===== config.mk =====
export PLATFORM = sky130hd
export DESIGN_NAME = butterfly_seq_ctrl
export DESIGN_NICKNAME = d
export VERILOG_FILES = /design/src/rtl/butterfly_seq_ctrl.sv
export SDC_FILE = /design/constraint.sdc
export NUM_CORES = 1
export LEC_CHECK = 0
export ABC_AREA = 1
export BUFFER_PORTS_ARGS = -buffer_cell sky130_fd_sc_hd__buf_2
export CELL_PAD_IN_SITES_DETAIL_PLACEMENT = 1
export CELL_PAD_IN_SITES_GLOBAL_PLACEMENT = 1
export CORE_MARGIN = 5
export CORE_UTILIZATION = 32
export CTS_CLUSTER_DIAMETER = 150
export DETAILED_ROUTE_END_ITERATION = 7
export HOLD_SLACK_MARGIN = 0.06
export PLACE_DENSITY_LB_ADDON = 0.1
export SLEW_MARGIN = 20
export SYNTH_ARGS = -nofsm -noshare
export SYNTH_HDL_FRONTEND = slang
export SYNTH_SLANG_ARGS = --single-unit
export TNS_END_PERCENT = 5

===== constraint.sdc =====
create_clock -name clk -period 1.38 [get_ports clk]
set_clock_uncertainty 0.05 [all_clocks]
set_input_delay 0.069 -clock clk [delete_from_list [all_inputs] [get_ports clk]]
set_output_delay 0.069 -clock clk [all_outputs]
set_load 0.01 [all_outputs]

===== src/rtl/butterfly_seq_ctrl.sv =====
// Step-button sequencer for a radix-2 butterfly: loads twiddles and operands
// into the register file, gates the datapath, then pages through the results.
//
// state     | meaning
// LOAD_COEF | writing twiddle words, addra = idx
// LOAD_IN   | writing operand words, addra = N_COEF + idx
// CALC      | datapath running until Ready_dis
// SHOW      | stepping addr_led through the result words
module butterfly_seq_ctrl #(
  parameter int ADDR_W      = 4,
  parameter int N_COEF      = 2,
  parameter int N_IN        = 4,
  parameter int N_OUT       = 4,
  parameter int RES_BASE    = 6,
  parameter int SYNC_STAGES = 2
) (
  input  logic              clk,
  input  logic              rst,
  input  logic              ReadyIn2,
  input  logic              Ready_dis,
  input  logic              reload_coef,
  output logic [ADDR_W-1:0] addra,
  output logic              reg_WEN,
  output logic [ADDR_W-1:0] addr_led,
  output logic              cal_flag,
  output logic              frame_done,
  output logic [7:0]        frame_cnt
);

  localparam int MAX_N = (N_COEF > N_IN) ? ((N_COEF > N_OUT) ? N_COEF : N_OUT)
                                         : ((N_IN > N_OUT) ? N_IN : N_OUT);
  localparam int IDX_W = (MAX_N > 1) ? $clog2(MAX_N) : 1;

  localparam logic [IDX_W-1:0]  COEF_LAST = IDX_W'(N_COEF - 1);
  localparam logic [IDX_W-1:0]  IN_LAST   = IDX_W'(N_IN - 1);
  localparam logic [IDX_W-1:0]  OUT_LAST  = IDX_W'(N_OUT - 1);
  localparam logic [ADDR_W-1:0] IN_OFS    = ADDR_W'(N_COEF);
  localparam logic [ADDR_W-1:0] LED_BASE  = ADDR_W'(RES_BASE);
  localparam logic [ADDR_W-1:0] LED_LAST  = ADDR_W'(RES_BASE + N_OUT - 1);

  if (!((N_COEF + N_IN <= RES_BASE) && (RES_BASE + N_OUT <= 2**ADDR_W) &&
        (N_COEF >= 1) && (N_IN >= 1) && (N_OUT >= 1) && (SYNC_STAGES >= 2)))
  begin : g_param_check
    $error("butterfly_seq_ctrl: illegal parameter combination");
  end

  typedef enum logic [1:0] {LOAD_COEF, LOAD_IN, CALC, SHOW} state_t;

  state_t                 state, state_n;
  logic [IDX_W-1:0]       idx, idx_n;
  logic [SYNC_STAGES-1:0] sync_q;
  logic                   hist_q;
  logic                   step;
  logic                   cnt_inc;

  // Flops reset high so a button held through reset never looks like an edge.
  always_ff @(posedge clk) begin
    if (!rst) begin
      sync_q <= '1;
      hist_q <= 1'b1;
    end else begin
      sync_q <= {sync_q[SYNC_STAGES-2:0], ReadyIn2};
      hist_q <= sync_q[SYNC_STAGES-1];
    end
  end

  assign step = sync_q[SYNC_STAGES-1] & ~hist_q;

  always_ff @(posedge clk) begin
    if (!rst) begin
      state     <= LOAD_COEF;
      idx       <= '0;
      frame_cnt <= '0;
    end else begin
      state <= state_n;
      idx   <= idx_n;
      if (cnt_inc) frame_cnt <= frame_cnt + 8'd1;
    end
  end

  always_comb begin
    state_n    = state;
    idx_n      = idx;
    addra      = '0;
    reg_WEN    = 1'b0;
    addr_led   = LED_LAST;
    cal_flag   = 1'b0;
    frame_done = 1'b0;
    cnt_inc    = 1'b0;
    case (state)
      LOAD_COEF: begin
        addra   = ADDR_W'(idx);
        reg_WEN = step;
        if (step) begin
          if (idx == COEF_LAST) begin
            state_n = LOAD_IN;
            idx_n   = '0;
          end else begin
            idx_n = idx + 1'b1;
          end
        end
      end
      LOAD_IN: begin
        addra   = IN_OFS + ADDR_W'(idx);
        reg_WEN = step;
        if (step) begin
          if (idx == IN_LAST) begin
            state_n = CALC;
            idx_n   = '0;
          end else begin
            idx_n = idx + 1'b1;
          end
        end
      end
      CALC: begin
        cal_flag = !Ready_dis;
        addr_led = LED_BASE;
        if (Ready_dis) begin
          state_n = SHOW;
          idx_n   = '0;
        end
      end
      SHOW: begin
        addr_led = LED_BASE + ADDR_W'(idx);
        if (step) begin
          if (idx == OUT_LAST) begin
            frame_done = 1'b1;
            cnt_inc    = 1'b1;
            state_n    = reload_coef ? LOAD_COEF : LOAD_IN;
            idx_n      = '0;
          end else begin
            idx_n = idx + 1'b1;
          end
        end
      end
      default: begin
        state_n = LOAD_COEF;
        idx_n   = '0;
      end
    endcase
  end

endmodule

* After elaboration in Yosys (flattened, before gate mapping)
Cells that the tools add are included.
W data, S select, Z words.
** Storage, ports and cells
- Bits in latches :: 0
- Bits in registers :: 15
- Memories kept :: 0
- Output and inout bits :: 19
- RAM bits :: 0
- Bits in read-only memories :: 0
- Logic and storage cells :: 52
** Cells by class
- Divide/modulo/power cells :: 0
- Muxes and demuxes :: 22
- Multipliers :: 0
- Add/sub/neg operators :: 4
- Reductions and logical operators :: 6
- Bitwise logic cells :: 2
- Magnitude comparators :: 0
- Equal/unequal tests :: 13
- Shift operators :: 0
** Operator list (number)
- $mux W2 :: 12
- $ne A2 B2 Y1 const B :: 7
- $add A8 B1 Y8 const B :: 1
- $pmux W2 S4 :: 1
- $pmux W4 S2 :: 1
- $reduce_and A7 Y1 :: 1
- $eq A2 B2 Y1 const B :: 3
- $mux W1 :: 6
- $pmux W2 S3 :: 1
- $pmux W3 S2 :: 1
- $add A3 B2 Y4 const A :: 1
- $eq A2 B1 Y1 const B :: 2
- $reduce_or A2 Y1 :: 2
- $add A2 B2 Y3 const A :: 1
- $reduce_and A3 Y1 :: 1
- $add A2 B1 Y2 const B :: 1
- $logic_not A2 Y1 :: 1
- $ne A2 B1 Y1 const B :: 1
- $and A1 B1 Y1 :: 1
- $logic_not A1 Y1 :: 1
- $not A1 Y1 :: 1

* Logic depth before layout (Yosys ltp)
Gate-level depths: netlist (run 1).
- Word-level depth :: 4
- Mapped depth :: 9
- Mapped depth without buffers :: 9

* Least setup slack after synthesis (run 1)
No wires, ideal clock.
- Path type :: reg2reg
- Start :: reg state[0]
- End :: reg idx[0]
- Path slack :: -47 ps
- Library setup time :: 116 ps
- Buffers on the path :: 0
- Arrival time :: 1262 ps
- Cell stages (with the launch flop) :: 9
- Cell sequence :: dfxtp_1 > inv_1 > ha_1 > inv_1 > nand2_1 > a21oi_1 > nand2_1 > o21ai_0 > nor2_1
** On the way
- Word-level cells in the longest chain between the ends :: 4
- Elaborated cells between the ends (all ways) :: 10
- Classes of those cells :: eq/ne (6); mux (1); reduce/logical (3)
** Ends and longest elaborated chain
- start, declared :: line 49 : state_t state, state_n;
- start signal, assigned :: line 75 : state <= state_n;
- $eq A2 B2 Y1 or $eq A2 B1 Y1 (tied branches) :: line 90 : case (state)
- $reduce_or A2 Y1 (no source line)
- $ne A2 B1 Y1 (no source line)
- $reduce_and A3 Y1 (no source line)
- end signal, assigned :: line 76 : idx <= idx_n;
- end, declared :: line 50 : logic [IDX_W-1:0] idx, idx_n;
Several ways; a longest one is shown, not always the timed one.
A chain may end at the register's enable or synchronous reset.

* Worst setup path in the final report (run 1)
- Start :: reg state[1]
- End :: out addra[0]
** On the way
- Word-level cells in the longest chain between the ends :: 2
- Elaborated cells between the ends (all ways) :: 3
- Classes of those cells :: eq/ne (1); mux (1); reduce/logical (1)
** Ends and longest elaborated chain
- $eq A2 B1 Y1 or $logic_not A2 Y1 (tied branches) :: line 90
- $pmux W3 S2 (*) :: line 90
- end, declared :: line 22 : output logic [ADDR_W-1:0] addra,
Mark *: on every way between the ends. The rest lies on a longest branch, timed or not.

==> qor.csv, run 1 <==
metric,value,unit
reg2reg start,state[1]$_SDFFE_PN0P_,
Yosys warning count,0,
Post-Syn Area,992,µm²
length in cells of the worst reg-to-reg path,9,
"Setup violations, final",12,
maxcap violations,0,
Mapped Nets,164,
Seq cells post-synth,15,
Antenna diodes,0,
clock buffer depth,2,
failing checks,setup timing,
pins over their slew limit,0,
total power,0.783,mW
largest family of logic cells by synthesized area,simple AND/OR/NAND/NOR gates,
vias in the first global route,1106,
setup TNS,-0.836,ns
Layout area overhead,42.7,%
PortBufs,22,
pwr dens,553,nW/µm²
"Data arrival, critical path",1.39,ns
crit-path max FO,4,
routed wire length,2850,µm
Hold Crit Depth,6,
detailed-route DRC error count,0,
Hold Crit Start,reload_coef,
Final period util,109,%
die area,4310,µm²
unique cell type count in the Yosys netlist,23,
startpoint types,flip-flop,
simple-gate share of the synthesized area,33.8,%
Worst Hold End,state[0]$_SDFFE_PN0P_,
mux cell area share after synthesis,0,%
Cells after Synth,149,
dpl hpwl,2260,µm
Via density,4.69,
Final ANT Viol Nets,0,
"non-filler cells, final",221,
Worst R2R End,state[1]$_SDFFE_PN0P_,
pre-CTS WS,-0.144,ns
GP Congestion,0.789,
largest net degree at the start of global routing,13,
Final Hold Fails,0,
critical setup path kind,reg2out,
total gr overflow,0,
clock sink total,15,
Die Ht,65.7,µm
Tmin final,1.51,ns
register area share after synthesis,30.3,%
Rows,20,
leakage,0.693,nW
r2r setup slk,-0.04,ns
GRT Util Overall,14.8,%
DR vias,1037,
VDD IR max,0.000299,V
chip width,65.7,µm
Util after Layout,47.2,%
most frequent cells in the layout,"31 x nand2_1, 21 x nor2_1, 20 x inv_1, 20 x buf_2, 11 x dfxtp_1",
CTS Root Cell,clkbuf_4,
first-pass GRT wire length,4880,µm
Worst EP required,1.26,ns
number of CTS-inserted buffers,3,
Iter 0 DRT Violations,23,
Synth Area in Compound Gates,10.1,%
Worst Setup End Kind,output port,
"most common cell after layout, fill and taps aside",nand2_1,
Clock Latency Late Sink,0.29,ns
final worst slack,-0.127,ns
Syn Area/Cell,6.66,µm²
achievable frequency,0.664,GHz
share of cells above drive strength 1,39.4,%
I/O pin cnt,24,
Post-synth ARST share,0,%
Synth Area in Adders,12.6,%
H-Tree Depth,1,
CTS tree,built,
FILL cells,387,
Placeable Area,3000,µm²
Final nets,204,
number of flops mapped to enable cells by yosys,0,
Hold Path Class,in2reg,
XOR/XNOR Fraction of Synth Area,0,%
total iterations of the first detailed-routing run,4,
Main synth FF type,dfxtp_1,
RSZ-0062 raised after global routing,true,
antenna violations before repair,0,
Placed Instances,212,
initial core utilization,33.0,%
clk slew on worst S/H paths,0.09,ns
status,finished with violations,
drt wl/cell,12.9,µm
## critical path, cell delays in order, from the launching register on
cell	delay [ns]
dfxtp_4	0.40
inv_4	0.05
ha_4	0.16
buf_6	0.11
buf_6	0.12
o21ai_2	0.10
nor2_1	0.04
buf_2	0.13
## through the flow
stage          hold WS (ns)  instance area, µm²
2_1_floorplan         0.126                 996
3_3_place_gp          0.205                1200
3_5_place_dp          0.217                1200
4_1_cts               0.127                1360
5_1_grt               0.183                1420
6_report              0.136                1420
## worst max-delay path by stage
stage,depth (start not counted),end,from,slack [ns]
after detailed placement,8,idx[0]$_SDFFE_PN0P_,state[1]$_SDFFE_PN0P_,-0.14
after floorplan,8,idx[0]$_SDFFE_PN0P_,state[1]$_SDFFE_PN0P_,0.01
after global placement,8,idx[0]$_SDFFE_PN0P_,state[0]$_SDFFE_PN0P_,-0.06
after CTS,7,addra[0],state[1]$_SDFFE_PN0P_,-0.14
after global routing,7,addra[0],state[1]$_SDFFE_PN0P_,-0.20
final,7,addra[0],state[1]$_SDFFE_PN0P_,-0.13
## layout make-up
class                   count  area (µm²)  share of cell area (%)
multi-input cells         104         656                    46.3
flip-flops and latches     15         315                    22.3
repair buffers             38         267                    18.8
inverters                  27         111                    7.86
well taps                  33        41.3                    2.92
clock buffers               4        26.3                    1.86
## cells in the mapped netlist (2+ instances only)
cell / count / share of area (%)
inv_1: 26 / 9.8
ha_1: 10 / 13
nor2_1: 25 / 9.5
nand3_1: 6 / 3.0
a21oi_1: 4 / 2.0
buf_4: 2 / 1.5
dfxtp_1: 15 / 30
o21ai_0: 13 / 6.6
nand2_1: 32 / 12
or2_2: 3 / 1.9
## power breakdown
part,leakage (nW),internal (mW),total [mW],switching [mW]
sequential,0.125,0.434,0.442,0.00782
combinational,0.553,0.0383,0.0842,0.0459
clock,0.0150,0.112,0.257,0.145
total,0.693,0.584,0.783,0.199
## cells by family (layout without fill, tap and decap cells)
family | Yosys count | in the layout
AO/OA/AOI/OAI | 19 | 19
adder cells (fa/ha/maj) | 10 | 10
buffers and inverters | 30 | 69
flip-flops | 15 | 15
other | 1 | 1
AND/OR/NAND/NOR | 74 | 74
## what timing repair did
item	4_1_cts	5_1_grt
setup buffers	2	1
pin swaps	6	2
endpoints found under the setup margin	20	18
hold buffers	2	0
endpoints found under the hold margin	4	0
resized for setup	33	17
## flip-flops by register name, indices dropped and copies added (netlist names)
signal	count
frame_cnt	8
hist_q	1
idx	2
state	2
sync_q	2
## routing by layer
| metal | up-vias | track usage [%] | share of wire, % |
|---|---|---|---|
| met4 | 0 | 6.22 | 1.5 |
| li1 | 539 | - | - |
| met1 | 473 | 15.4 | 41 |
| met2 | 21 | 29.2 | 54 |
| met3 | 4 | 1.88 | 3.6 |
| met5 | - | 0 | 0 |
(Power assumes the default switching activity.)
==> run 2, diff against run 1 <==
--- a/config.mk
+++ b/config.mk
@@ -5,16 +5,17 @@
 export SDC_FILE = /design/constraint.sdc
 export NUM_CORES = 1
 export LEC_CHECK = 0
-export ABC_AREA = 1
 export BUFFER_PORTS_ARGS = -buffer_cell sky130_fd_sc_hd__buf_2
 export CELL_PAD_IN_SITES_DETAIL_PLACEMENT = 1
 export CELL_PAD_IN_SITES_GLOBAL_PLACEMENT = 1
 export CORE_MARGIN = 5
-export CORE_UTILIZATION = 32
+export CORE_UTILIZATION = 34
 export CTS_CLUSTER_DIAMETER = 150
 export DETAILED_ROUTE_END_ITERATION = 7
 export HOLD_SLACK_MARGIN = 0.06
+export MAX_ROUTING_LAYER = met4
 export PLACE_DENSITY_LB_ADDON = 0.1
+export REMOVE_ABC_BUFFERS = 1
 export SLEW_MARGIN = 20
 export SYNTH_ARGS = -nofsm -noshare
 export SYNTH_HDL_FRONTEND = slang
==> qor.csv, run 2 <==
metric,value,unit
routed wire length,2320,µm
max FFs per register,8,
Layout area overhead,47.7,%
vias in the first global route,867,
Util after Layout,53.1,%
register area share after synthesis,33.1,%
Clock Latency Late Sink,0.28,ns
Post-Syn Area,907,µm²
startpoint types,flip-flop,
failing checks,setup timing,
Rows,18,
critical setup path kind,reg2out,
"Setup violations, final",16,
Hold Path Class,in2reg,
Antenna diodes,0,
setup TNS,-2.52,ns
VDD IR max,0.000450,V
CTS tree,built,
Yosys top cell area share,33.1,%
total gr overflow,0,
initial core utilization,36.0,%
first-pass GRT wire length,3920,µm
clock buffer depth,2,
drt wl/cell,13.4,µm
maxcap violations,0,
detailed-route DRC error count,0,
number of flops mapped to enable cells by yosys,0,
Cells after Synth,100,
DR vias,838,
Final Hold Fails,0,
Via density,4.84,
PortBufs,22,
Tmin final,1.63,ns
"most common cell after layout, fill and taps aside",buf_2,
clock sink total,15,
crit-path max FO,4,
total power,0.748,mW
pins over their slew limit,0,
unique cell type count in the Yosys netlist,33,
die area,3800,µm²
I/O pin cnt,24,
most frequent cells in the layout,"21 x buf_2, 17 x buf_4, 13 x dfxtp_1, 11 x nand2_1, 7 x and2_1",
FILL cells,315,
"Data arrival, critical path",1.51,ns
design area,1340,µm²
Main synth FF type,dfxtp_1,
total iterations of the first detailed-routing run,4,
share of cells above drive strength 1,48.3,%
dpl hpwl,1730,µm
GRT Util Overall,14.6,%
Post-synth top cells,"15 x dfxtp_1, 11 x nand2_1, 10 x ha_1",
status,finished with violations,
final worst slack,-0.253,ns
Register Area,308,µm²
Final ANT Viol Nets,0,
most frequent cell after synthesis,dfxtp_1,
Yosys top cell by area,dfxtp_1,
Placeable Area,2520,µm²
Iter 0 DRT Violations,14,
leakage,0.657,nW
largest net degree at the start of global routing,19,
Worst EP required,1.26,ns
GP Congestion,0.723,
Final period util,118,%
Syn Area/Cell,9.07,µm²
RSZ-0062 raised after global routing,true,
chip width,61.7,µm
H-Tree Depth,1,
number of CTS-inserted buffers,3,
Biggest register,frame_cnt,
antenna violations before repair,0,
Worst Setup End Kind,output port,
CTS Root Cell,clkbuf_4,
achievable frequency,0.612,GHz
Synth area leaders,"dfxtp_1 33%, ha_1 14%, and2_1 4.8%, nand2_1 4.6%, xnor2_1 2.9%",
Placement Cell Area,1160,µm²
Post-synth ARST share,0,%
Final nets,159,
clk slew on worst S/H paths,0.09,ns
pre-CTS WS,-0.326,ns
Yosys warning count,0,
pwr dens,558,nW/µm²
Multi-input gate area,656,µm²
Die Ht,61.7,µm
Seq cells post-synth,15,
-- run 2: final timing paths --
| kind | slack [ns] | depth (start not counted) | startpoint | endpoint |
|---|---|---|---|---|
| hold / removal | 0.07 | 2 | rst | hist_q$_SDFF_PN1_ |
| hold reg to reg | 0.38 | 1 | sync_q[0]$_SDFF_PN1_ | sync_q[1]$_SDFF_PN1_ |
| setup reg to reg | -0.25 | 6 | state[0]$_SDFFE_PN0P_ | state[0]$_SDFFE_PN0P_ |
| setup / recovery | -0.25 | 7 | state[0]$_SDFFE_PN0P_ | addr_led[0] |
-- run 2: cells by family (layout without fill, tap and decap cells) --
family | after synthesis | in the layout | share of synthesized area (%)
AND/OR/NAND/NOR | 40 | 40 | 25.8
AO/OA/AOI/OAI | 15 | 15 | 12.6
flip-flops | 15 | 15 | 33.1
adder cells (fa/ha/maj) | 10 | 10 | 13.8
buffers and inverters | 10 | 53 | 5.10
XOR/XNOR | 6 | 6 | 5.79
multiplexers | 3 | 3 | 3.45
other | 1 | 1 | 0.413
-- run 2: stage by stage --
step | hold slack [ns] | std cells
2_1_floorplan | 0.0920 | 96
3_3_place_gp | 0.200 | 165
3_5_place_dp | 0.218 | 165
4_1_cts | 0.0676 | 173
5_1_grt | 0.0931 | 173
6_report | 0.0692 | 173
-- run 2: layer usage --
layer	vias to the layer above	GRT usage, %	wire, µm
li1	420	-	-
met1	393	15.2	928
met2	20	26.5	1240
met4	0	7.27	52
met3	5	1.89	93
met5	-	-	0
-- run 2: power by group --
part / switching (mW) / leakage [nW] / internal (mW) / total (mW)
Clock: 0.138 / 0.0150 / 0.112 / 0.251
Sequential: 0.00432 / 0.123 / 0.435 / 0.439
Combinational: 0.0299 / 0.519 / 0.0287 / 0.0586
-- run 2: what timing repair did --
item / CTS / global route
endpoints found under the hold margin: 1 / 0
pin swaps: 6 / 2
resized for setup: 29 / 4
hold buffers: 1 / 0
endpoints found under the setup margin: 22 / 19
setup buffers: 3 / 0
-- run 2: final cells by class --
type,instances,area share (%)
multi-input cells,75,48.9
inverters,6,1.87
well taps,30,2.80
clock buffers,4,1.96
flip-flops and latches,15,23.0
repair buffers,43,21.5
-- run 2: critical path: stages, from the launching register on --
cell     delay [ns]
dfxtp_4        0.39
inv_2          0.05
buf_6          0.11
ha_4           0.15
buf_6          0.11
and2b_2        0.20
a21oi_2        0.09
buf_2          0.13
